### src/rtl/cpu_pkg.sv
// rtl/cpu_pkg.sv - shared CPU datapath widths, opcode encoding and forwarding-select type
package cpu_pkg;

   localparam int DATA_W = 16;
   localparam int REG_AW = 4;

   typedef enum logic [3:0] {
      OP_ADD  = 4'h0,
      OP_SUB  = 4'h1,
      OP_NAND = 4'h2,
      OP_XOR  = 4'h3,
      OP_SLL  = 4'h4,
      OP_SRL  = 4'h5,
      OP_SRA  = 4'h6,
      OP_RL   = 4'h7,
      OP_LW   = 4'h8,
      OP_SW   = 4'h9,
      OP_LHB  = 4'hA,
      OP_LLB  = 4'hB,
      OP_B    = 4'hC,
      OP_JAL  = 4'hD,
      OP_JR   = 4'hE,
      OP_HLT  = 4'hF
   } opcode_t;

   typedef enum logic [1:0] {
      FWD_NONE = 2'd0,
      FWD_EX   = 2'd1,
      FWD_MEM  = 2'd2
   } fwd_sel_t;

endpackage

### src/rtl/hazard_fwd_unit.sv
// rtl/hazard_fwd_unit.sv - combinational RAW detection, operand selection and stall request
// ID_EX_FWD_EN selects forwarding from EX/MEM; otherwise every RAW match stalls.
module hazard_fwd_unit
   import cpu_pkg::*;
#(
   parameter int DATA_W = cpu_pkg::DATA_W,
   parameter int REG_AW = cpu_pkg::REG_AW
) (
   input  logic              i_id_valid,
   input  logic              i_flush,
   input  logic [REG_AW-1:0] i_rs,
   input  logic [REG_AW-1:0] i_rt,
   input  logic              i_uses_rs,
   input  logic              i_uses_rt,
   input  logic [DATA_W-1:0] i_src1,
   input  logic [DATA_W-1:0] i_src2,
   input  logic              i_ex_valid,
   input  logic              i_ex_regwrite,
   input  logic              i_ex_memread,
   input  logic [REG_AW-1:0] i_ex_rd,
   input  logic [DATA_W-1:0] i_ex_result,
   input  logic              i_mem_valid,
   input  logic              i_mem_regwrite,
   input  logic [REG_AW-1:0] i_mem_rd,
   input  logic [DATA_W-1:0] i_mem_data,
   output logic [DATA_W-1:0] o_op1,
   output logic [DATA_W-1:0] o_op2,
   output logic              o_hazard_stall
);

   // R0 is hard-wired zero, so a producer targeting it is never a dependency.
   function automatic logic producer_match(input logic              valid,
                                           input logic              regwrite,
                                           input logic [REG_AW-1:0] rd,
                                           input logic [REG_AW-1:0] r);
      return valid & regwrite & (rd == r) & (rd != '0);
   endfunction

   logic w_ex_m1;
   logic w_ex_m2;
   logic w_mem_m1;
   logic w_mem_m2;
   logic w_hazard;

   assign w_ex_m1  = i_uses_rs & producer_match(i_ex_valid, i_ex_regwrite, i_ex_rd, i_rs);
   assign w_ex_m2  = i_uses_rt & producer_match(i_ex_valid, i_ex_regwrite, i_ex_rd, i_rt);
   assign w_mem_m1 = i_uses_rs & producer_match(i_mem_valid, i_mem_regwrite, i_mem_rd, i_rs);
   assign w_mem_m2 = i_uses_rt & producer_match(i_mem_valid, i_mem_regwrite, i_mem_rd, i_rt);

`ifdef ID_EX_FWD_EN
   function automatic logic [DATA_W-1:0] fwd_pick(input fwd_sel_t          sel,
                                                  input logic [DATA_W-1:0] rf,
                                                  input logic [DATA_W-1:0] exr,
                                                  input logic [DATA_W-1:0] memd);
      case (sel)
         FWD_EX:  return exr;
         FWD_MEM: return memd;
         default: return rf;
      endcase
   endfunction

   fwd_sel_t w_sel1;
   fwd_sel_t w_sel2;
   logic     w_lu1;
   logic     w_lu2;

   // Load data is not available until MEM, so a load in EX can only be waited on.
   assign w_lu1 = i_uses_rs & i_ex_valid & i_ex_memread & (i_ex_rd == i_rs) & (i_ex_rd != '0);
   assign w_lu2 = i_uses_rt & i_ex_valid & i_ex_memread & (i_ex_rd == i_rt) & (i_ex_rd != '0);

   always_comb begin
      w_sel1 = FWD_NONE;
      w_sel2 = FWD_NONE;
      if (w_ex_m1 && !i_ex_memread) begin
         w_sel1 = FWD_EX;
      end else if (w_mem_m1) begin
         w_sel1 = FWD_MEM;
      end
      if (w_ex_m2 && !i_ex_memread) begin
         w_sel2 = FWD_EX;
      end else if (w_mem_m2) begin
         w_sel2 = FWD_MEM;
      end
   end

   assign o_op1    = fwd_pick(w_sel1, i_src1, i_ex_result, i_mem_data);
   assign o_op2    = fwd_pick(w_sel2, i_src2, i_ex_result, i_mem_data);
   assign w_hazard = w_lu1 | w_lu2;
`else
   logic w_unused_fwd;

   // Without bypass paths the consumer waits until the producer has left MEM.
   assign o_op1        = i_src1;
   assign o_op2        = i_src2;
   assign w_hazard     = w_ex_m1 | w_ex_m2 | w_mem_m1 | w_mem_m2;
   assign w_unused_fwd = ^{i_ex_result, i_mem_data, i_ex_memread};
`endif

   assign o_hazard_stall = w_hazard & i_id_valid & ~i_flush;

endmodule

### src/rtl/id_ex_pipe.sv
// rtl/id_ex_pipe.sv - ID/EX pipeline register with bubble insertion and stall counter
// ID_EX_FWD_EN enables EX/MEM operand forwarding in the hazard unit.
module id_ex_pipe
   import cpu_pkg::*;
#(
   parameter int DATA_W = cpu_pkg::DATA_W,
   parameter int REG_AW = cpu_pkg::REG_AW
) (
   input  logic              clk,
   input  logic              rst,
   input  logic              id_valid,
   input  logic [REG_AW-1:0] id_rs,
   input  logic [REG_AW-1:0] id_rt,
   input  logic [REG_AW-1:0] id_rd,
   input  logic              id_uses_rs,
   input  logic              id_uses_rt,
   input  logic [DATA_W-1:0] id_src1,
   input  logic [DATA_W-1:0] id_src2,
   input  logic [7:0]        id_imm,
   input  logic [3:0]        id_opcode,
   input  logic              id_regwrite,
   input  logic              id_memread,
   input  logic              id_memwrite,
   input  logic [DATA_W-1:0] ex_result,
   input  logic              mem_valid,
   input  logic              mem_regwrite,
   input  logic [REG_AW-1:0] mem_rd,
   input  logic [DATA_W-1:0] mem_data,
   input  logic              flush,
   input  logic              stall_in,
   output logic              ex_valid,
   output logic              ex_regwrite,
   output logic              ex_memread,
   output logic              ex_memwrite,
   output logic [REG_AW-1:0] ex_rd,
   output logic [3:0]        ex_opcode,
   output logic [7:0]        ex_imm,
   output logic [DATA_W-1:0] ex_op1,
   output logic [DATA_W-1:0] ex_op2,
   output logic              hazard_stall,
   output logic              id_ready,
   output logic [15:0]       stall_cycles
);

   logic              r_ex_valid;
   logic              r_ex_regwrite;
   logic              r_ex_memread;
   logic              r_ex_memwrite;
   logic [REG_AW-1:0] r_ex_rd;
   logic [3:0]        r_ex_opcode;
   logic [7:0]        r_ex_imm;
   logic [DATA_W-1:0] r_ex_op1;
   logic [DATA_W-1:0] r_ex_op2;
   logic [15:0]       r_stall_cycles;

   logic [DATA_W-1:0] w_op1;
   logic [DATA_W-1:0] w_op2;
   logic              w_hazard_stall;

   hazard_fwd_unit #(
      .DATA_W (DATA_W),
      .REG_AW (REG_AW)
   ) u_hazard_fwd (
      .i_id_valid     (id_valid),
      .i_flush        (flush),
      .i_rs           (id_rs),
      .i_rt           (id_rt),
      .i_uses_rs      (id_uses_rs),
      .i_uses_rt      (id_uses_rt),
      .i_src1         (id_src1),
      .i_src2         (id_src2),
      .i_ex_valid     (r_ex_valid),
      .i_ex_regwrite  (r_ex_regwrite),
      .i_ex_memread   (r_ex_memread),
      .i_ex_rd        (r_ex_rd),
      .i_ex_result    (ex_result),
      .i_mem_valid    (mem_valid),
      .i_mem_regwrite (mem_regwrite),
      .i_mem_rd       (mem_rd),
      .i_mem_data     (mem_data),
      .o_op1          (w_op1),
      .o_op2          (w_op2),
      .o_hazard_stall (w_hazard_stall)
   );

   // Flush only kills the valid bit; the other fields are don't-care once invalid.
   always_ff @(posedge clk) begin
      if (rst) begin
         r_ex_valid     <= 1'b0;
         r_ex_regwrite  <= 1'b0;
         r_ex_memread   <= 1'b0;
         r_ex_memwrite  <= 1'b0;
         r_ex_rd        <= '0;
         r_ex_opcode    <= '0;
         r_ex_imm       <= '0;
         r_ex_op1       <= '0;
         r_ex_op2       <= '0;
         r_stall_cycles <= '0;
      end else if (flush) begin
         r_ex_valid <= 1'b0;
      end else if (!stall_in) begin
         if (w_hazard_stall) begin
            r_ex_valid    <= 1'b0;
            r_ex_regwrite <= 1'b0;
            r_ex_memread  <= 1'b0;
            r_ex_memwrite <= 1'b0;
            if (r_stall_cycles != 16'hFFFF) begin
               r_stall_cycles <= r_stall_cycles + 16'd1;
            end
         end else begin
            r_ex_valid    <= id_valid;
            r_ex_regwrite <= id_valid & id_regwrite;
            r_ex_memread  <= id_valid & id_memread;
            r_ex_memwrite <= id_valid & id_memwrite;
            r_ex_rd       <= id_rd;
            r_ex_opcode   <= id_opcode;
            r_ex_imm      <= id_imm;
            r_ex_op1      <= w_op1;
            r_ex_op2      <= w_op2;
         end
      end
   end

   assign ex_valid     = r_ex_valid;
   assign ex_regwrite  = r_ex_regwrite;
   assign ex_memread   = r_ex_memread;
   assign ex_memwrite  = r_ex_memwrite;
   assign ex_rd        = r_ex_rd;
   assign ex_opcode    = r_ex_opcode;
   assign ex_imm       = r_ex_imm;
   assign ex_op1       = r_ex_op1;
   assign ex_op2       = r_ex_op2;
   assign stall_cycles = r_stall_cycles;
   assign hazard_stall = w_hazard_stall;
   assign id_ready     = ~w_hazard_stall & ~stall_in;

endmodule

### config.mk
export PLATFORM = sky130hd
export DESIGN_NAME = id_ex_pipe
export DESIGN_NICKNAME = d
export VERILOG_FILES = /design/src/rtl/cpu_pkg.sv /design/src/rtl/hazard_fwd_unit.sv /design/src/rtl/id_ex_pipe.sv
export SDC_FILE = /design/constraint.sdc
export NUM_CORES = 1
export LEC_CHECK = 0
export ABC_CLOCK_PERIOD_IN_PS = 2700
export BUFFER_PORTS_ARGS = -buffer_cell sky130_fd_sc_hd__buf_2
export CORE_ASPECT_RATIO = 1.4
export CORE_MARGIN = 3
export CORE_UTILIZATION = 30
export DETAILED_ROUTE_END_ITERATION = 7
export GPL_ROUTABILITY_DRIVEN = 1
export SLEW_MARGIN = 20
export SYNTH_ARGS = -nofsm -noshare
export SYNTH_HDL_FRONTEND = slang
export SYNTH_SLANG_ARGS = --single-unit
### constraint.sdc
create_clock -name clk -period 2.7 [get_ports clk]
set_input_delay 0.54 -clock clk [delete_from_list [all_inputs] [get_ports clk]]
set_output_delay 0.54 -clock clk [all_outputs]
set_load 0.01 [all_outputs]
==> results of run 1 <==
-- final timing paths --
kind | end | cells past startpoint | start | slack (ns)
min | ex_memread | 2 | ex_memread | 0.45
min reg2reg | ex_memread | 2 | ex_memread | 0.45
max | id_ready | 8 | ex_rd[2] | 0.29
max reg2reg | stall_cycles[6] | 7 | stall_cycles[7] | 0.38
-- worst min-delay path, stage by stage, from the launching register on --
cell and delay, ns:
dfxtp_1 0.30, nand2_1 0.05, a21oi_1 0.05
-- state kept, by name, indices dropped and copies added (netlist names) --
register and cells:
stall_cycles 16, ex_imm 8, ex_op1 16, ex_memread 1
ex_rd 4, ex_valid 1, ex_opcode 4, ex_memwrite 1
ex_op2 16, ex_regwrite 1
-- metrics by stage --
| stage | setup slack, ns | utilization | total power [mW] |
|---|---|---|---|
| after floorplan | 0.0406 | - | 1.22 |
| after global placement | 0.262 | 0.388 | 1.34 |
| after detailed placement | 0.252 | 0.388 | 1.35 |
| after CTS | 0.153 | 0.415 | 2.55 |
| after global routing | 0.106 | 0.416 | 2.62 |
| final | 0.290 | 0.416 | 2.50 |
-- logic make-up (layout without fill, tap and decap cells) --
kind of cell | after synthesis | in the layout | synth area share
buffers and inverters | 35 | 171 | 0.0390
multiplexers | 11 | 11 | 0.0364
flip-flops | 68 | 68 | 0.404
AO/OA/AOI/OAI | 114 | 114 | 0.257
XOR/XNOR | 16 | 16 | 0.0416
adder cells (fa/ha/maj) | 1 | 1 | 0.00372
AND/OR/NAND/NOR | 129 | 129 | 0.217
-- power by group through the flow --
stage                     combinational (mW)  sequential (mW)  clock, mW
final                                  0.265             1.06       1.18
after global routing                   0.295             1.06       1.26
after CTS                              0.270             1.06       1.22
after detailed placement               0.269             1.08          0
after global placement                 0.262             1.08          0
after floorplan                        0.130             1.09          0
-- final cells by class --
cell class	count	area [sq um]	area share
clock buffer	10	239	0.0526
clock inverter	6	63.8	0.0140
inverter	6	22.5	0.00495
multi-input combinational	271	1890	0.416
sequential	68	1360	0.299
tap	141	176	0.0388
timing repair buffer	149	791	0.174
-- timing repair --
action	in CTS	in global routing
hold buffers	0	0
setup endpoints to repair	0	1
setup buffers	0	1
-- metal layers --
metal  GRT usage  up-vias  share of wire
li1            -     1614              -
met1       0.166     1505           0.41
met2       0.245       82           0.51
met3      0.0412       10          0.065
met4      0.0578        0          0.015
met5           0        -              0
-- placed cells by master, fill, tap and decap left out, drive strengths merged --
cell and count:
buf 149, dfxtp 68, o21a 51, and3 50
a21boi 48, nor2 21, nand2 15, xor2 12
nor2b 10, mux2 10, clkbuf 10, nand4 8
nor4 7, nand3 6, inv 6, xnor2 4
a21oi 4, or4 3, nor3 3, clkinv 3
a311oi 2, a31o 2, o31ai 2, clkinvlp 2
o21ai 2, and4 2, and2 1, or2 1
a41oi 1, or3b 1, o211ai 1, mux2i 1
a211oi 1, or3 1, ha 1, bufinv 1
==> flow_summary.ini, run 1 <==
[pwr]
p_sw_uw = 593
p_leak_nw = 2.18
p_comb_frac = 0.106
ir_drop_mv = 0.276
p_int_mw = 1.91
switching_share = 0.237
clkPwrFrac = 0.471
powerDensity_mw_per_mm2 = 550
seq_power_share = 0.423

[setup_path]
crit_path_end_kind = primary output
crit_required_ns = 2.16
path_delay_family = flip-flops
worst_setup_path_start_kind = register
crit_path_top_delay_cell = dfxtp_1
worstPathArrival_ns = 1.87
crit_chain = xnor2_1 -> nand2_1 -> nor4_1 -> o21a_1 -> o21ai_4 -> nor2_1 -> nor2_1 -> buf_2
critPathMaxFanout = 5
path_class = register to primary output
path_common_cell = nor2_1
max_stage_delay_ns = 0.44
cp_num_buf_inv = 1

[clocking]
htreeDepth = 3
clk_latency_ns = 0.33
clkTransAtPathRegs_ns = 0.05
root_buffer = clkbuf_16
numCtsBuffers = 9
post_cts_resized = 0
clock_path_buffers = 2
cts_tree = done
cts_sinks = 68

[placed_design]
place_inst = 634
port_buffers = 141
place_congestion = 0.762
placed_area_sq_mm = 0.00424
hpwl_microns = 6520

[detailed_routing]
wirelength_microns = 8920
dr.pass1.iters = 4
drt_iter0_drc = 96
viasPerCell = 4.93
wire_per_inst_microns = 13.7
ant_nets = 0
vias = 3211
drc = 0

[logic_synthesis]
synthesis.nets = 479
syn_area_sq_mm = 0.00337
synth_cells = 374
synth-edff-count = 0
syn_area_per_cell_sq_um = 9.00
synthTopCellsByArea = dfxtp_1, o21a_1, a21boi_0, and3_1, mux2_2
synth_top_area_share = 0.404
synth_ff_type = dfxtp_1
yosys_register_bits = 68
synth_cell_type_count = 36
yosysMostFrequentCell = dfxtp_1
synth.largest_area_cell = dfxtp_1
ys_warn_count = 0
synthTopCellsByCount = dfxtp_1, o21a_1, a21boi_0, and3_1, clkbuf_1
async_flop_share = 0
yosysSeqAreaShare = 0.404

[die]
rows = 45
die_w_microns = 95.5
die_h_microns = 131
ioPinCount = 174
dieArea_sq_mm = 0.0125
start_util = 0.308
core_area_sq_mm = 0.0109

[timing]
finalCritPeriodShare = 0.892
rsz0062_at_grt = no
hold_ws_ns = 0.453
setup_tns_ns = 0
final.min_clock_period_ns = 2.41
setup_viol = 0
maxSlewHeadroom = 0.392
hold_viol = 0
final_max_slew_viol_count = 0
fin_skew_ns = 0.00673
worst_slew_pin_slew_ns = 0.911
fmax_ghz = 0.415

[grt]
grt_pass1_wl_microns = 14500
antenna_found_initial = 0
grt_overflow = 0
grt_usage = 0.144
grt_pass1_vias = 3054
grt_max_degree = 58

[final_layout]
area_delta_synth_final_pct = 35.1
fin_area_sq_mm = 0.00455
drive_above_1_share = 0.369
nets = 610
post_layout_nonfiller_instances = 651
nFillCells = 1123
n_antenna_cell = 0

[run]
max_cap_violations = 0

[worst_hold_path]
hp-class = register to register

[outcome]
status = complete, no violations
Note: power is estimated with default switching activity, not from simulation.
==> run 2: changes to the inputs <==
Settings changed: CTS_BUF_LIST set to sky130_fd_sc_hd__clkbuf_16.
==> run 2 against run 1 <==
Compared with the run above:
- register-to-register slack about the same
- die area did not move
- design area is 0.22% lower
- count of clock-buffer cells in the layout shrank 1
- utilization fell by 0.092 points
- first-iteration DRC count grew 5.2%
- clock power about the same
- non-clock buffer count did not move
- routed wire length up 0.18%
- hold slack did not move
- largest cell class unchanged
==> flow_summary.ini, run 2 (same netlist as run 1, synthesis figures left out) <==
[setup_path]
worstPathArrival_ns = 1.87
rr_endpoint = stall_cycles[6]
path_class = register to primary output
critPathMaxFanout = 5
crit_required_ns = 2.16
crit_start = ex_rd[2]
reg2reg_depth = 7
r2r-start = stall_cycles[7]
crit_path_end_kind = primary output
worst_setup_path_start_kind = register
regToRegSetupSlack_ns = 0.38
endpoint = id_ready

[die]
dieArea_sq_mm = 0.0125
core_area_sq_mm = 0.0109
die_w_microns = 95.5
ioPinCount = 174
start_util = 0.308
die_h_microns = 131
rows = 45

[final_layout]
final_cell_mix = buf_2, dfxtp_1, o21a_1
post_layout_nonfiller_instances = 651
final_common_cell = buf_2
nFillCells = 1124
fin_util = 0.415
nets = 610
area_delta_synth_final_pct = 34.8
fin_area_sq_mm = 0.00454
drive_above_1_share = 0.367
n_antenna_cell = 0

[grt]
antenna_found_initial = 0
grt_pass1_wl_microns = 14500
grt_pass1_vias = 3049
grt_max_degree = 58
grt_usage = 0.144
grt_overflow = 0

[timing]
rsz0062_at_grt = no
setup_viol = 0
fin_skew_ns = 0.00598
worst_slew_pin_slew_ns = 0.915
hold_viol = 0
final.min_clock_period_ns = 2.41
fmax_ghz = 0.415
final_max_slew_viol_count = 0
setup_ws_ns = 0.290
hold_ws_ns = 0.453
maxSlewHeadroom = 0.389
finalCritPeriodShare = 0.892
setup_tns_ns = 0

[pwr]
seq_power_share = 0.428
ir_drop_mv = 0.276
p_sw_uw = 592
powerDensity_mw_per_mm2 = 545
p_comb_frac = 0.107
p_int_mw = 1.88
clkPwrFrac = 0.465
switching_share = 0.240
total_power_mw = 2.47
p_leak_nw = 2.17

[detailed_routing]
ant_nets = 0
drc = 0
vias = 3211
drt_iter0_drc = 101
dr.pass1.iters = 4
wire_per_inst_microns = 13.7
viasPerCell = 4.93
wirelength_microns = 8940

[outcome]
status = complete, no violations

[placed_design]
pre_cts_ws_ns = 0.252
place_inst = 634
port_buffers = 141
place_congestion = 0.762
hpwl_microns = 6520
placed_area_sq_mm = 0.00424

[clocking]
post_cts_resized = 0
clk_latency_ns = 0.33
htreeDepth = 3
clkTransAtPathRegs_ns = 0.05
cts_sinks = 68
cts_tree = done
clock_path_buffers = 2
root_buffer = clkbuf_16
numCtsBuffers = 9

[worst_hold_path]
holdPathStages = 2
hp-class = register to register

[run]
max_cap_violations = 0
-- run 2: changes by cell type in the layout (fill, tap and decap cells not counted), sizes merged --
| cell | change |
|---|---|
| clkbuf | -1 |
| clkinv | +1 |
-- run 2: worst min path at each step --
| stage | to | slack (ns) | from |
|---|---|---|---|
| 5_1_grt | ex_valid | 0.46 | flush |
| 4_1_cts | ex_valid | 0.44 | flush |
| 3_5_place_dp | ex_memread | 0.45 | ex_memread |
| 3_3_place_gp | ex_memread | 0.44 | ex_memread |
| 2_1_floorplan | ex_memread | 0.48 | ex_memread |
| 6_report | ex_memread | 0.45 | ex_memread |
-- run 2: power groups by stage --
stage	Sequential, mW	Clock, mW	Combinational [mW]
after floorplan	1.09	0	0.130
after global placement	1.08	0	0.262
after detailed placement	1.08	0	0.269
after CTS	1.06	1.19	0.270
after global routing	1.06	1.23	0.295
final	1.06	1.15	0.265
-- run 2: final cells by class --
cell class	count	area, sq um	area share
timing repair buffer	149	791	0.174
clock buffer	9	225	0.0497
tap	141	176	0.0389
multi-input combinational	271	1890	0.417
sequential	68	1360	0.300
clock inverter	7	67.6	0.0149
inverter	6	22.5	0.00497
-- run 2: what timing repair did --
action,in CTS,in global routing
setup endpoints to repair,0,1
hold buffers,0,0
buffers inserted,0,1
-- run 2: per-layer routing --
metal,wire length (microns),track usage,up-vias
met3,586,0.0412,10
met5,0,0,-
met1,3650,0.166,1504
met2,4560,0.245,84
met4,137,0.0578,0
li1,-,-,1613
-- run 2: critical path, stage by stage, from the launching register on --
cell and delay [ns]:
dfxtp_1 0.44, xnor2_1 0.16, nand2_1 0.07, nor4_1 0.19
o21a_1 0.28, o21ai_4 0.09, nor2_1 0.13, nor2_1 0.05
buf_2 0.13
